$ cat src/rtl/vga_timing_pkg.sv
// Shared VGA timing constants and helpers for vga_sync_gen and vga_pixel_tick.
// Default timing is 640x480@60 Hz at a 25 MHz pixel rate derived from a 50 MHz clk.
package vga_timing_pkg;

    localparam int DEF_CLK_DIV  = 2;
    localparam int DEF_H_ACTIVE = 640;
    localparam int DEF_H_FP     = 16;
    localparam int DEF_H_SYNC   = 96;
    localparam int DEF_H_BP     = 48;
    localparam int DEF_V_ACTIVE = 480;
    localparam int DEF_V_FP     = 10;
    localparam int DEF_V_SYNC   = 2;
    localparam int DEF_V_BP     = 33;

    // Full line length in pixels.
    function automatic int h_total(input int active, input int fp, input int sync, input int bp);
        return active + fp + sync + bp;
    endfunction

    // Full frame length in lines.
    function automatic int v_total(input int active, input int fp, input int sync, input int bp);
        return active + fp + sync + bp;
    endfunction

    // Sync pulse windows for the default timing: start inclusive, end exclusive.
    localparam int DEF_HS_START = DEF_H_ACTIVE + DEF_H_FP;
    localparam int DEF_HS_END   = DEF_HS_START + DEF_H_SYNC;
    localparam int DEF_VS_START = DEF_V_ACTIVE + DEF_V_FP;
    localparam int DEF_VS_END   = DEF_VS_START + DEF_V_SYNC;

    // True when a 10-bit scan position lies in [start, end).
    function automatic logic in_window(input logic [9:0] pos, input int start, input int stop);
        return (int'(pos) >= start) && (int'(pos) < stop);
    endfunction

endpackage

$ cat src/rtl/vga_pixel_tick.sv
// Clock-enable divider: pix_en is a registered one-clk pulse every CLK_DIV clks.
// pix_adv is high in the clk before pix_en rises so that registers updated on
// that edge present their new value in the same cycle as pix_en.
module vga_pixel_tick
    import vga_timing_pkg::*;
#(
    parameter int CLK_DIV = DEF_CLK_DIV
)(
    input  logic clk,
    input  logic resetn,
    output logic pix_en,
    output logic pix_adv
);

    localparam int DW = (CLK_DIV > 1) ? $clog2(CLK_DIV) : 1;
    localparam logic [DW-1:0] DIV_LAST = DW'(CLK_DIV - 1);

    logic [DW-1:0] r_div;
    logic          r_pix_en;
    logic [DW-1:0] w_div_next;

    assign w_div_next = (r_div == DIV_LAST) ? '0 : r_div + 1'b1;
    assign pix_adv    = (w_div_next == DIV_LAST);
    assign pix_en     = r_pix_en;

    // Divider count and the registered enable that marks div == CLK_DIV-1.
    always_ff @(posedge clk or negedge resetn) begin
        if (!resetn) begin
            r_div    <= '0;
            r_pix_en <= 1'b0;
        end else begin
            r_div    <= w_div_next;
            r_pix_en <= pix_adv;
        end
    end

endmodule

$ cat src/rtl/vga_sync_gen.sv
// VGA raster timing generator: x/y scan counters, bright, hsync/vsync and a
// per-frame tick. All outputs are registered from the next x/y so they
// describe the same pixel in the same cycle.
// Build option VGA_SYNC_ALIGN_EN: delays hsync/vsync by one extra clk so they
// line up with the registered colour outputs of the downstream bit generator.
module vga_sync_gen
    import vga_timing_pkg::*;
#(
    parameter int CLK_DIV  = DEF_CLK_DIV,
    parameter int H_ACTIVE = DEF_H_ACTIVE,
    parameter int H_FP     = DEF_H_FP,
    parameter int H_SYNC   = DEF_H_SYNC,
    parameter int H_BP     = DEF_H_BP,
    parameter int V_ACTIVE = DEF_V_ACTIVE,
    parameter int V_FP     = DEF_V_FP,
    parameter int V_SYNC   = DEF_V_SYNC,
    parameter int V_BP     = DEF_V_BP
)(
    input  logic       clk,
    input  logic       resetn,
    output logic       pix_en,
    output logic [9:0] x,
    output logic [9:0] y,
    output logic       bright,
    output logic       hsync,
    output logic       vsync,
    output logic       frame_tick
);

    localparam int H_TOTAL  = h_total(H_ACTIVE, H_FP, H_SYNC, H_BP);
    localparam int V_TOTAL  = v_total(V_ACTIVE, V_FP, V_SYNC, V_BP);
    localparam int HS_START = H_ACTIVE + H_FP;
    localparam int HS_END   = HS_START + H_SYNC;
    localparam int VS_START = V_ACTIVE + V_FP;
    localparam int VS_END   = VS_START + V_SYNC;

    localparam logic [9:0] H_LAST     = 10'(H_TOTAL - 1);
    localparam logic [9:0] V_LAST     = 10'(V_TOTAL - 1);
    localparam logic [9:0] V_ACT_LAST = 10'(V_ACTIVE - 1);

    logic       w_pix_adv;
    logic [9:0] r_x;
    logic [9:0] r_y;
    logic       r_bright;
    logic       r_hsync;
    logic       r_vsync;
    logic       r_frame_tick;
    logic [9:0] w_x_next;
    logic [9:0] w_y_next;
    logic       w_line_end;

    vga_pixel_tick #(
        .CLK_DIV (CLK_DIV)
    ) u_tick (
        .clk     (clk),
        .resetn  (resetn),
        .pix_en  (pix_en),
        .pix_adv (w_pix_adv)
    );

    assign w_line_end = (r_x == H_LAST);
    assign w_x_next   = w_line_end ? 10'd0 : r_x + 10'd1;
    assign w_y_next   = !w_line_end ? r_y : ((r_y == V_LAST) ? 10'd0 : r_y + 10'd1);

    // Scan counters and pixel decode, all advanced together on the pixel edge.
    always_ff @(posedge clk or negedge resetn) begin
        if (!resetn) begin
            r_x          <= H_LAST;
            r_y          <= V_LAST;
            r_bright     <= 1'b0;
            r_hsync      <= 1'b1;
            r_vsync      <= 1'b1;
            r_frame_tick <= 1'b0;
        end else begin
            r_frame_tick <= 1'b0;
            if (w_pix_adv) begin
                r_x          <= w_x_next;
                r_y          <= w_y_next;
                r_bright     <= (int'(w_x_next) < H_ACTIVE) && (int'(w_y_next) < V_ACTIVE);
                r_hsync      <= !in_window(w_x_next, HS_START, HS_END);
                r_vsync      <= !in_window(w_y_next, VS_START, VS_END);
                r_frame_tick <= w_line_end && (r_y == V_ACT_LAST);
            end
        end
    end

    assign x          = r_x;
    assign y          = r_y;
    assign bright     = r_bright;
    assign frame_tick = r_frame_tick;

`ifdef VGA_SYNC_ALIGN_EN
    logic r_hsync_d;
    logic r_vsync_d;

    // One extra clk on the syncs so they match the registered colour path.
    always_ff @(posedge clk or negedge resetn) begin
        if (!resetn) begin
            r_hsync_d <= 1'b1;
            r_vsync_d <= 1'b1;
        end else begin
            r_hsync_d <= r_hsync;
            r_vsync_d <= r_vsync;
        end
    end

    assign hsync = r_hsync_d;
    assign vsync = r_vsync_d;
`else
    assign hsync = r_hsync;
    assign vsync = r_vsync;
`endif

endmodule

$ cat config.mk
export PLATFORM = sky130hd
export DESIGN_NAME = vga_sync_gen
export DESIGN_NICKNAME = d
export VERILOG_FILES = /design/src/rtl/vga_timing_pkg.sv /design/src/rtl/vga_pixel_tick.sv /design/src/rtl/vga_sync_gen.sv
export SDC_FILE = /design/constraint.sdc
export NUM_CORES = 1
export LEC_CHECK = 0
export CAP_MARGIN = 20
export CORE_AREA = 2 2 59 61
export DETAILED_ROUTE_END_ITERATION = 7
export DIE_AREA = 0 0 61 63
export HOLD_SLACK_MARGIN = 0.05
export PLACE_DENSITY_LB_ADDON = 0.25
export SKIP_CTS_REPAIR_TIMING = 1
export SYNTH_ARGS = -nofsm -noshare
export SYNTH_HDL_FRONTEND = slang
export SYNTH_HIERARCHICAL = 1
export SYNTH_SLANG_ARGS = --single-unit
$ cat constraint.sdc
create_clock -name clk -period 6.6 [get_ports clk]
set_input_delay 1.32 -clock clk [delete_from_list [all_inputs] [get_ports clk]]
set_output_delay 1.32 -clock clk [all_outputs]
set_load 0.1 [all_outputs]
# Yosys cells after proc, flatten, opt, wreduce, memory -nomap -nowiden
# Cells that the tools add are included.
[classes]
add_sub_neg = 3
order_cmp = 6
eq_ne = 3
n_mux = 5
reduce_logical = 6
[ops]
columns = ["operator", "n"]
rows = [
  ["$mux W10", 3],
  ["$add A10 B1 Y10 const B", 2],
  ["$eq A10 B10 Y1 const B", 2],
  ["$lt A10 B10 Y1 const B", 2],
  ["$lt A10 B9 Y1 const B", 2],
  ["$eq A10 B9 Y1 const B", 1],
  ["$ge A10 B10 Y1 const B", 1],
  ["$ge A10 B9 Y1 const B", 1],
  ["$logic_and A1 B1 Y1", 4],
  ["$logic_not A1 Y1", 2],
  ["$mux W1", 2],
  ["$add A1 B1 Y1 const B", 1],
]
[word_totals]
regBits = 25
in_bits = 2

# Logic depth before layout (Yosys ltp)
# Gate-level depths: netlist of the first run.
[depth]
ltp_word = 6
depth_mapped = 9

# Modules after synthesis
# Netlist of the first run, hierarchy kept.
[by_module_without_submodules]
columns = ["module", "n_inst", "cells_per_inst", "area_each_um2", "seq_area_each_um2"]
rows = [
  ["vga_sync_gen", 1, 185, 1647.8, 615.6],
  ["vga_pixel_tick", 1, 2, 28.8, 25.0],
]

# Least setup slack after synthesis of the first run
# Ideal clock, no wire load.
[synth_timing]
path_type = "flip-flop to flip-flop"
from = "register r_y[1] (netlist: y[1])"
to = "register r_bright (netlist: bright)"
arrival_time_ps = 2385
setup_slack_ps = 4084
path_stages_with_launch = 8
n_path_buf = 0
period_less_slack_ps = 2516
cell_sequence = "dfrtp_1 > ha_1 > and3_1 > nand2_1 > nor4_1 > o21ai_0 > a22oi_1 > o41ai_2"
[synth_via]
elab_chain_cells = 5
elab_cells_between_ends = 6
[synth_lines]
columns = ["element", "line", "source"]
rows = [
  ["start, declared", "vga_sync_gen.sv:43", "logic [9:0] r_y;"],
  ["start signal, assigned", "vga_sync_gen.sv:78", "r_y <= w_y_next;"],
  ["$add A10 B1 Y10 or $eq A10 B10 Y1 (tied branches)", "vga_sync_gen.sv:63", "assign w_y_next = !w_line_end ? r_y : ((r_y == V_LAST) ? 10'd0 : r_y + 10'd1);"],
  ["$mux W10", "vga_sync_gen.sv:63", ""],
  ["$mux W10 (*)", "vga_sync_gen.sv:63", ""],
  ["$lt A10 B9 Y1 (*)", "vga_sync_gen.sv:79", "r_bright <= (int'(w_x_next) < H_ACTIVE) && (int'(w_y_next) < V_ACTIVE);"],
  ["$logic_and A1 B1 Y1 (*)", "vga_sync_gen.sv:79", ""],
  ["end signal, assigned", "vga_sync_gen.sv:79", ""],
  ["end, declared", "vga_sync_gen.sv:44", "logic r_bright;"],
]
# Mark *: on every way between the ends. The rest lies on a longest branch, timed or not.
# A chain may end at the register's enable or synchronous reset.

# Worst setup path after layout of the first run
[layout_timing]
from = "register r_x[8] (netlist: x[8])"
to = "output x[8]"
[layout_rtl]
columns = ["element", "line", "source"]
rows = [
  ["start, declared", "vga_sync_gen.sv:42", "logic [9:0] r_x;"],
  ["start signal, assigned", "vga_sync_gen.sv:77", "r_x <= w_x_next;"],
  ["end, declared", "vga_sync_gen.sv:22", "output logic [9:0] x,"],
]
# No word-level cell between the ends.

==> results of run 1 <==
## metal layers
layer | wire length [um] | vias up | part of all wire, %
met5 | 0 | - | 0
met4 | 47 | 0 | 1.3
met3 | 197 | 6 | 5.4
met2 | 1610 | 58 | 44
met1 | 1810 | 695 | 49
li1 | - | 714 | -
## cells in the final DEF (no fill, tap or decap), types with 2 or more instances in the layout
master | netlist | final
sky130_fd_sc_hd__clkdlybuf4s50_1 | 0 | 26
sky130_fd_sc_hd__nor2_1 | 18 | 18
sky130_fd_sc_hd__nand2_1 | 18 | 18
sky130_fd_sc_hd__nand3_1 | 13 | 13
sky130_fd_sc_hd__dfrtp_1 | 13 | 13
sky130_fd_sc_hd__dfstp_2 | 12 | 12
sky130_fd_sc_hd__o21ai_0 | 11 | 11
sky130_fd_sc_hd__a31oi_1 | 9 | 9
sky130_fd_sc_hd__and3_1 | 7 | 7
sky130_fd_sc_hd__xnor2_1 | 6 | 6
sky130_fd_sc_hd__a21oi_1 | 6 | 6
sky130_fd_sc_hd__o31ai_1 | 5 | 5
sky130_fd_sc_hd__inv_1 | 4 | 4
sky130_fd_sc_hd__nand4_1 | 4 | 4
sky130_fd_sc_hd__nor3_1 | 3 | 3
sky130_fd_sc_hd__mux2i_1 | 3 | 3
sky130_fd_sc_hd__xor2_1 | 3 | 3
sky130_fd_sc_hd__ha_1 | 3 | 3
sky130_fd_sc_hd__clkbuf_4 | 0 | 3
sky130_fd_sc_hd__and4_1 | 2 | 2
sky130_fd_sc_hd__nand2b_1 | 2 | 2
sky130_fd_sc_hd__mux2_2 | 2 | 2
## path summary, 6_finish.rpt
path | to | startpoint | cells after the start | slack, ps
worst max-delay path | x[8] | x[8] | 1 | 3140
worst min-delay path | hsync | hsync | 2 | 510
worst max register to register | y[5] | x[0] | 6 | 3890
worst min register to register | hsync | hsync | 2 | 510
max in group asynchronous | y[9] | resetn | 2 | 4970
min in group asynchronous | y[7] | resetn | 2 | 1340
## power by group
part / internal (W) / switching (W) / total (W)
sequential: 0.000154 / 0 / 0.000154
clock: 0.0000237 / 0.0000484 / 0.0000721
combinational: 0.000000904 / 0.00000293 / 0.00000383
total: 0.000178 / 0.0000513 / 0.000230
## final cells by class
type	count	area, um^2
Clock buffer	4	26.3
Fill cell	288	1300
Inverter	4	15.0
Multi-Input combinational cell	142	925
Sequential cell	25	641
Tap cell	46	57.6
Timing Repair Buffer	27	268
## metrics by stage
step | utilization, % | cell area [um^2]
after detailed placement | 59.0 | 1910
after floorplan | - | 1680
after global placement | 59.0 | 1910
after global routing | 59.8 | 1930
after CTS | 59.8 | 1930
final | 59.8 | 1930
## cell families after synthesis
group           share of synthesized area (%)
compound gates                           16.9
xor+xnor                                 4.70
fa+ha+maj                                2.24
buf+inv                                  6.64
flops                                    38.2
mux                                      3.13
simple gates                             28.2
## sequential cells by signal, summed over array words and instances (netlist names)
signal        flops
hsync             1
vsync             1
u_tick/r_div      1
frame_tick        1
x                10
bright            1
y                10
==> results summary, run 1 <==
The flow ran to the end, and the final reports show no timing, DRC or antenna violations. The number of standard cells in the layout, taps in and fillers out came out at 248. Setup repair after global routing left no endpoint under its margin. The power consumption came out at 0.000230 W.

0 antenna diodes ended up in the layout. The final worst-path setup slack is approximately 3100 ps. Sorting the synthesized cells by area gives the leading types as sky130_fd_sc_hd__dfrtp_1 (19%), sky130_fd_sc_hd__dfstp_2 (19%), sky130_fd_sc_hd__nand2_1 (4.0%). The average cell area after synthesis came out at approximately 9 um^2. Global routing used 30.0% of the available met2 tracks. The starting density of the core is 51.9%.

On the worst path, the slowest cell contributes a delay of 1160 ps. From bottom edge to top edge, the die measures 63 um. The initial DRC count came out at 79. The kind of end point of the critical path is an output port. The total count of hold-check failures in the final report is 0.

From synthesis to final layout, the design area changed by 15.2%. The number of nets in the finished design came out at 208. The yosys synthesis warning count is 6. The remaining design rule violation count is 0. The clock-pin slew of the registers on the worst-case setup and hold paths came out at 140 ps. The pin count of the biggest net entering global routing came out at 26. The total of flip-flops plus latches after synthesis came out at 25. The layout cell share with drive strength beyond 1 is between 10 and 15%. The combined area of all synthesized cells came out at 0.00168 mm^2. The number of cell rows came out at 21. The number of buffers inserted during clock tree synthesis came out at 3. Once detail routing completed, the nets flagged for antenna violations numbered 0.

The leakage power is 0.733 nW. Timing analysis after detailed placement gives a worst setup slack of 3510 ps. The number of antenna violations at the first check in global routing came out at 0. The clock root buffer is sky130_fd_sc_hd__clkbuf_4. The placeable core area came out at between 0.003 and 0.004 mm^2.

Adding up every negative setup slack in the final design gives 0 ps. The number of library cell types mapped by synthesis is 51. In the routed layout, each cell is associated on average with a via count of between 5 and 6. The mean routed wirelength per cell came out at 14.8 um. In the synthesized netlist, the number of instances is 187.

The critical path goes through clkdlybuf4s50_1. The number of port buffers is 26. The critical-path maximum fanout is 10.

The global placement routability congestion came out at approximately 0.83. The buffer levels on the longest clock path is 2. The data arrival at the endpoint of the critical path came out at 2140 ps.

The maximum clock frequency came out at 289 MHz. The first-pass GRT wire length came out at 6470 um. The launching element type of the critical path is a flop. The busiest metal layer after global routing is met1. The clock drives 25 sinks.

The worst hold-check path type is reg2reg. Counting every net in the synthesized netlist gives approximately 190. The via count of the first global-routing pass is 1368. The number of flops mapped to enable cells by yosys came out at 0. The max-cap violation count came out at 0.

The global-route met3 utilization is between 2 and 3%. The cell type with the largest total area after synthesis is sky130_fd_sc_hd__dfrtp_1. The HPWL reported at the end of detailed placement came out at 2530 um. The top flip-flop cell by instance count after synthesis is sky130_fd_sc_hd__dfrtp_1. In the finished design, the share of the clock period the worst path needs comes to 52.5%. The worst slack on hold paths is 507 ps. Measured against its own limit, the worst slew margin works out to around a third. The total grt overflow is 0. The TritonCTS clock tree is done.

By count the netlist is led by sky130_fd_sc_hd__nand2_1 (18), sky130_fd_sc_hd__nor2_1 (18), sky130_fd_sc_hd__dfrtp_1 (13), sky130_fd_sc_hd__nand3_1 (13), sky130_fd_sc_hd__dfstp_2 (12). The latest clock arrival within the worst-skew pair came out at 320 ps. The total routed wirelength is between 3000 and 4000 um. The number of levels in the clock H-tree is 1. In this run, placement finished with an instance count of 244. At the pin with the least slew margin, the transition time is 972 ps. Among all stages on the critical path, the largest delay is contributed by sky130_fd_sc_hd__clkdlybuf4s50_1.

The critical path class is reg2out. The share of synthesized area in the top cell type comes to 19.4%. The part of the Yosys area used for sequential elements came out at 38.2%. The global-route usage over all layers came out at 21.6%.

The number of setup violations in the final report came out at 0. The routed layout has 1473 vias. The power per cell area is 119 mW/mm^2.

Between clock sinks in the finished design, the worst skew comes to 2.91 ps. Before antenna repair, the detailed router went through 4 iterations. The max-slew violation total from the final report is 0.

The largest voltage drop on the vdd net came out at 0.0000724 V. The floorplan step set the die width to 61 um. The number of buffer and inverter instances along the worst setup path is 1.

The floorplan step defined a die boundary enclosing between 0.003 and 0.004 mm^2. The minimum clock period came out at 3460 ps. The met1 track utilization from global routing came out at 35.0%. Of all flip-flops after synthesis, the portion carrying an async set or reset was 100%. The kind of cell adding the most delay to the critical path is buffers and inverters. 27 I/O pins were placed. STA puts the critical path data required time at 5280 ps.
Power figures use the tool's default switching activity.
==> run 2: changes to the inputs <==
--- a/config.mk
+++ b/config.mk
@@ -6,9 +6,9 @@
 export NUM_CORES = 1
 export LEC_CHECK = 0
 export CAP_MARGIN = 20
-export CORE_AREA = 2 2 59 61
+export CORE_AREA = 2 2 63 65
 export DETAILED_ROUTE_END_ITERATION = 7
-export DIE_AREA = 0 0 61 63
+export DIE_AREA = 0 0 65 67
 export HOLD_SLACK_MARGIN = 0.05
 export PLACE_DENSITY_LB_ADDON = 0.25
 export SKIP_CTS_REPAIR_TIMING = 1
==> constraint.sdc (replaced) <==
create_clock -name clk -period 2.9 [get_ports clk]
set_input_delay 0.58 -clock clk [delete_from_list [all_inputs] [get_ports clk]]
set_output_delay 0.58 -clock clk [all_outputs]
set_load 0.1 [all_outputs]
==> results summary, run 2 (same netlist as run 1, synthesis figures left out) <==
The flow ran to the end, and the final reports show no timing, DRC or antenna violations. The CTS sink count is 25. After global routing the overflow that remains totals 0. The initial DRC count came out at 109. The worst hold path begins at bright. The number of vias in the routed layout is between 1000 and 1500.

The minimum clock period is 2570 ps. The actual slew at the worst max-slew pin came out at 411 ps. The buffer levels on the longest clock path came out at 2. The total count of hold-check failures in the final report came out at 0.

The placeable core area came out at 0.00361 mm^2. In this run the number of H-tree levels came out at 1. The largest voltage drop on the vdd net is ~0.00018 V. The area growth from synthesis to layout is 13.3%. The die covers between 0.004 and 0.005 mm^2. The worst-case headroom to the max-slew limit is 72.4%. Setup violations remaining at the end of the flow were counted as 0. The total routed wirelength came out at ~3700 um. The via count of the first global-routing pass is about 1300. The power per cell area is 299 mW/mm^2.

The first-pass GRT wire length is 6350 um. The clock root buffer is sky130_fd_sc_hd__clkbuf_8. The endpoint of the worst setup timing path is y[4].

The die is 67 um tall. Summed over all cells, the static leakage comes to 0.784 nW. The clock-pin slew of the registers on the worst-case setup and hold paths came out at 90 ps. The latest clock arrival within the worst-skew pair is 270 ps. The startpoint identified for the worst register-to-register timing path is x[0].

The worst setup path is captured at a flop. The reg-to-reg setup timing slack is 330 ps. The final worst-path setup slack is 327 ps.

The pin count of the biggest net entering global routing came out at 26. The data arrival at the endpoint of the critical path came out at 2770 ps. In the layout the commonest cells are sky130_fd_sc_hd__buf_4 (27), sky130_fd_sc_hd__nor2_1 (18), sky130_fd_sc_hd__nand2_1 (18). The number of I/O pins came out at 27. The remaining design rule violation count came out at 0. The footprint of the flip-flops and latches came out at 641 um^2.

The mean routed wirelength per cell came out at 14.6 um. The worst register-to-register path ends at y[4]. The area of combinational cells with multiple inputs is around 920 um^2. In the final timing run, aggregate negative setup slack is 0 ps. The number of port buffers is 26. Of all nets on the critical path, the largest fanout is 12.

The required arrival time at the worst endpoint is between 3000 and 4000 ps. The max-slew violation total from the final report came out at 0. The setup skew after layout is between 4 and 5 ps.

The pre-CTS setup slack is 392 ps. The post-route netlist has 26.1% of its cells at a drive strength greater than 1. The number of nets in the finished design came out at ~210. The commonest non-fill, non-tap cell in the layout is sky130_fd_sc_hd__buf_4. The via density per instance is 5.77. The remaining antenna violation count after routing came out at 0. The TritonCTS clock tree is done. In this run the horizontal extent of the chip is about 65 um. The fill cell total of the finished layout is around 330.

The start point of the critical path is x[0]. The number of buffers inserted during clock tree synthesis came out at 3. The number of cell rows came out at 22. For this run, the top clock speed supported by timing is 389 MHz. The period utilization is between 80% and 90%. The number of cells on the worst reg-to-reg path came out at 7. The initial utilization of the core area, before any placement, comes to 46.5%. The total iterations of the first detailed-routing run is 4.

The max-cap violation count came out at 0. The worst hold-check path type is reg2reg. The global placement routability congestion came out at 0.925. The count of inserted antenna diode cells is 0.

The global-route usage over all layers came out at 18.8%. The number of antenna violations at the first check in global routing is 0. Setup repair after global routing left no endpoint under its margin.

STA classifies the critical path startpoint as a flop. The HPWL reported at the end of detailed placement came out at around 2600 um. The critical path is of the reg2reg type.
run 2: cell types whose count changed in the layout (fill, tap and decap cells not counted), sizes merged:
cell | before | now
clkinv | 0 | 1
clkdlybuf4s50 | 26 | 1
clkbuf | 4 | 3
buf | 1 | 27
run 2: final cells by class:
| cell class | count | area share [%] |
|---|---|---|
| Inverter | 4 | 0.791 |
| Tap cell | 48 | 3.16 |
| Clock inverter | 1 | 0.264 |
| Sequential cell | 25 | 33.7 |
| Timing Repair Buffer | 28 | 11.2 |
| Multi-Input combinational cell | 142 | 48.7 |
| Clock buffer | 3 | 2.17 |
run 2: worst min-delay path by stage:
stage	end	slack [ps]	depth (start not counted)
after floorplan	bright	280	0
after global placement	bright	480	2
after detailed placement	bright	470	2
after CTS	bright	500	2
after global routing	bright	530	2
final	bright	500	2
run 2: power breakdown:
part            total [W]  internal (W)  switching [W]
logic          0.00000869    0.00000207     0.00000663
registers        0.000349      0.000349              0
clock network    0.000209     0.0000962       0.000113
run 2: routing by layer:
metal	vias to the layer above	track usage [%]	wire length [um]
met5	-	0	0
met4	0	7.71	44
met3	4	2.87	164
met2	32	28.6	1700
met1	702	26.4	1750
li1	711	-	-
run 2: worst max-delay path, stage by stage, from the launching register on:
cell and delay [ps]:
sky130_fd_sc_hd__dfstp_2 600, sky130_fd_sc_hd__ha_1 190, sky130_fd_sc_hd__and4_1 400, sky130_fd_sc_hd__and4_1 460, sky130_fd_sc_hd__nand2_1 320, sky130_fd_sc_hd__nor2_1 270, sky130_fd_sc_hd__a21oi_1 90, sky130_fd_sc_hd__a31oi_1 160
run 2: through the flow:
stage	hold WS, ps	utilization (%)	area, um^2	total power [W]	cells
final	496	52.7	1900	0.000567	251
after global routing	529	52.7	1900	0.000597	251
after CTS	504	52.7	1900	0.000577	251
after detailed placement	473	51.4	1850	0.000365	247
after global placement	481	51.4	1850	0.000365	247
after floorplan	284	-	1680	0.000355	187
==> run 3: changes to the inputs <==
--- a/config.mk
+++ b/config.mk
@@ -5,7 +5,6 @@
 export SDC_FILE = /design/constraint.sdc
 export NUM_CORES = 1
 export LEC_CHECK = 0
-export CAP_MARGIN = 20
 export CORE_AREA = 2 2 63 65
 export DETAILED_ROUTE_END_ITERATION = 7
 export DIE_AREA = 0 0 65 67
==> results of run 3 <==
The final DEF is identical to that of run 2; final timing and power are the same.
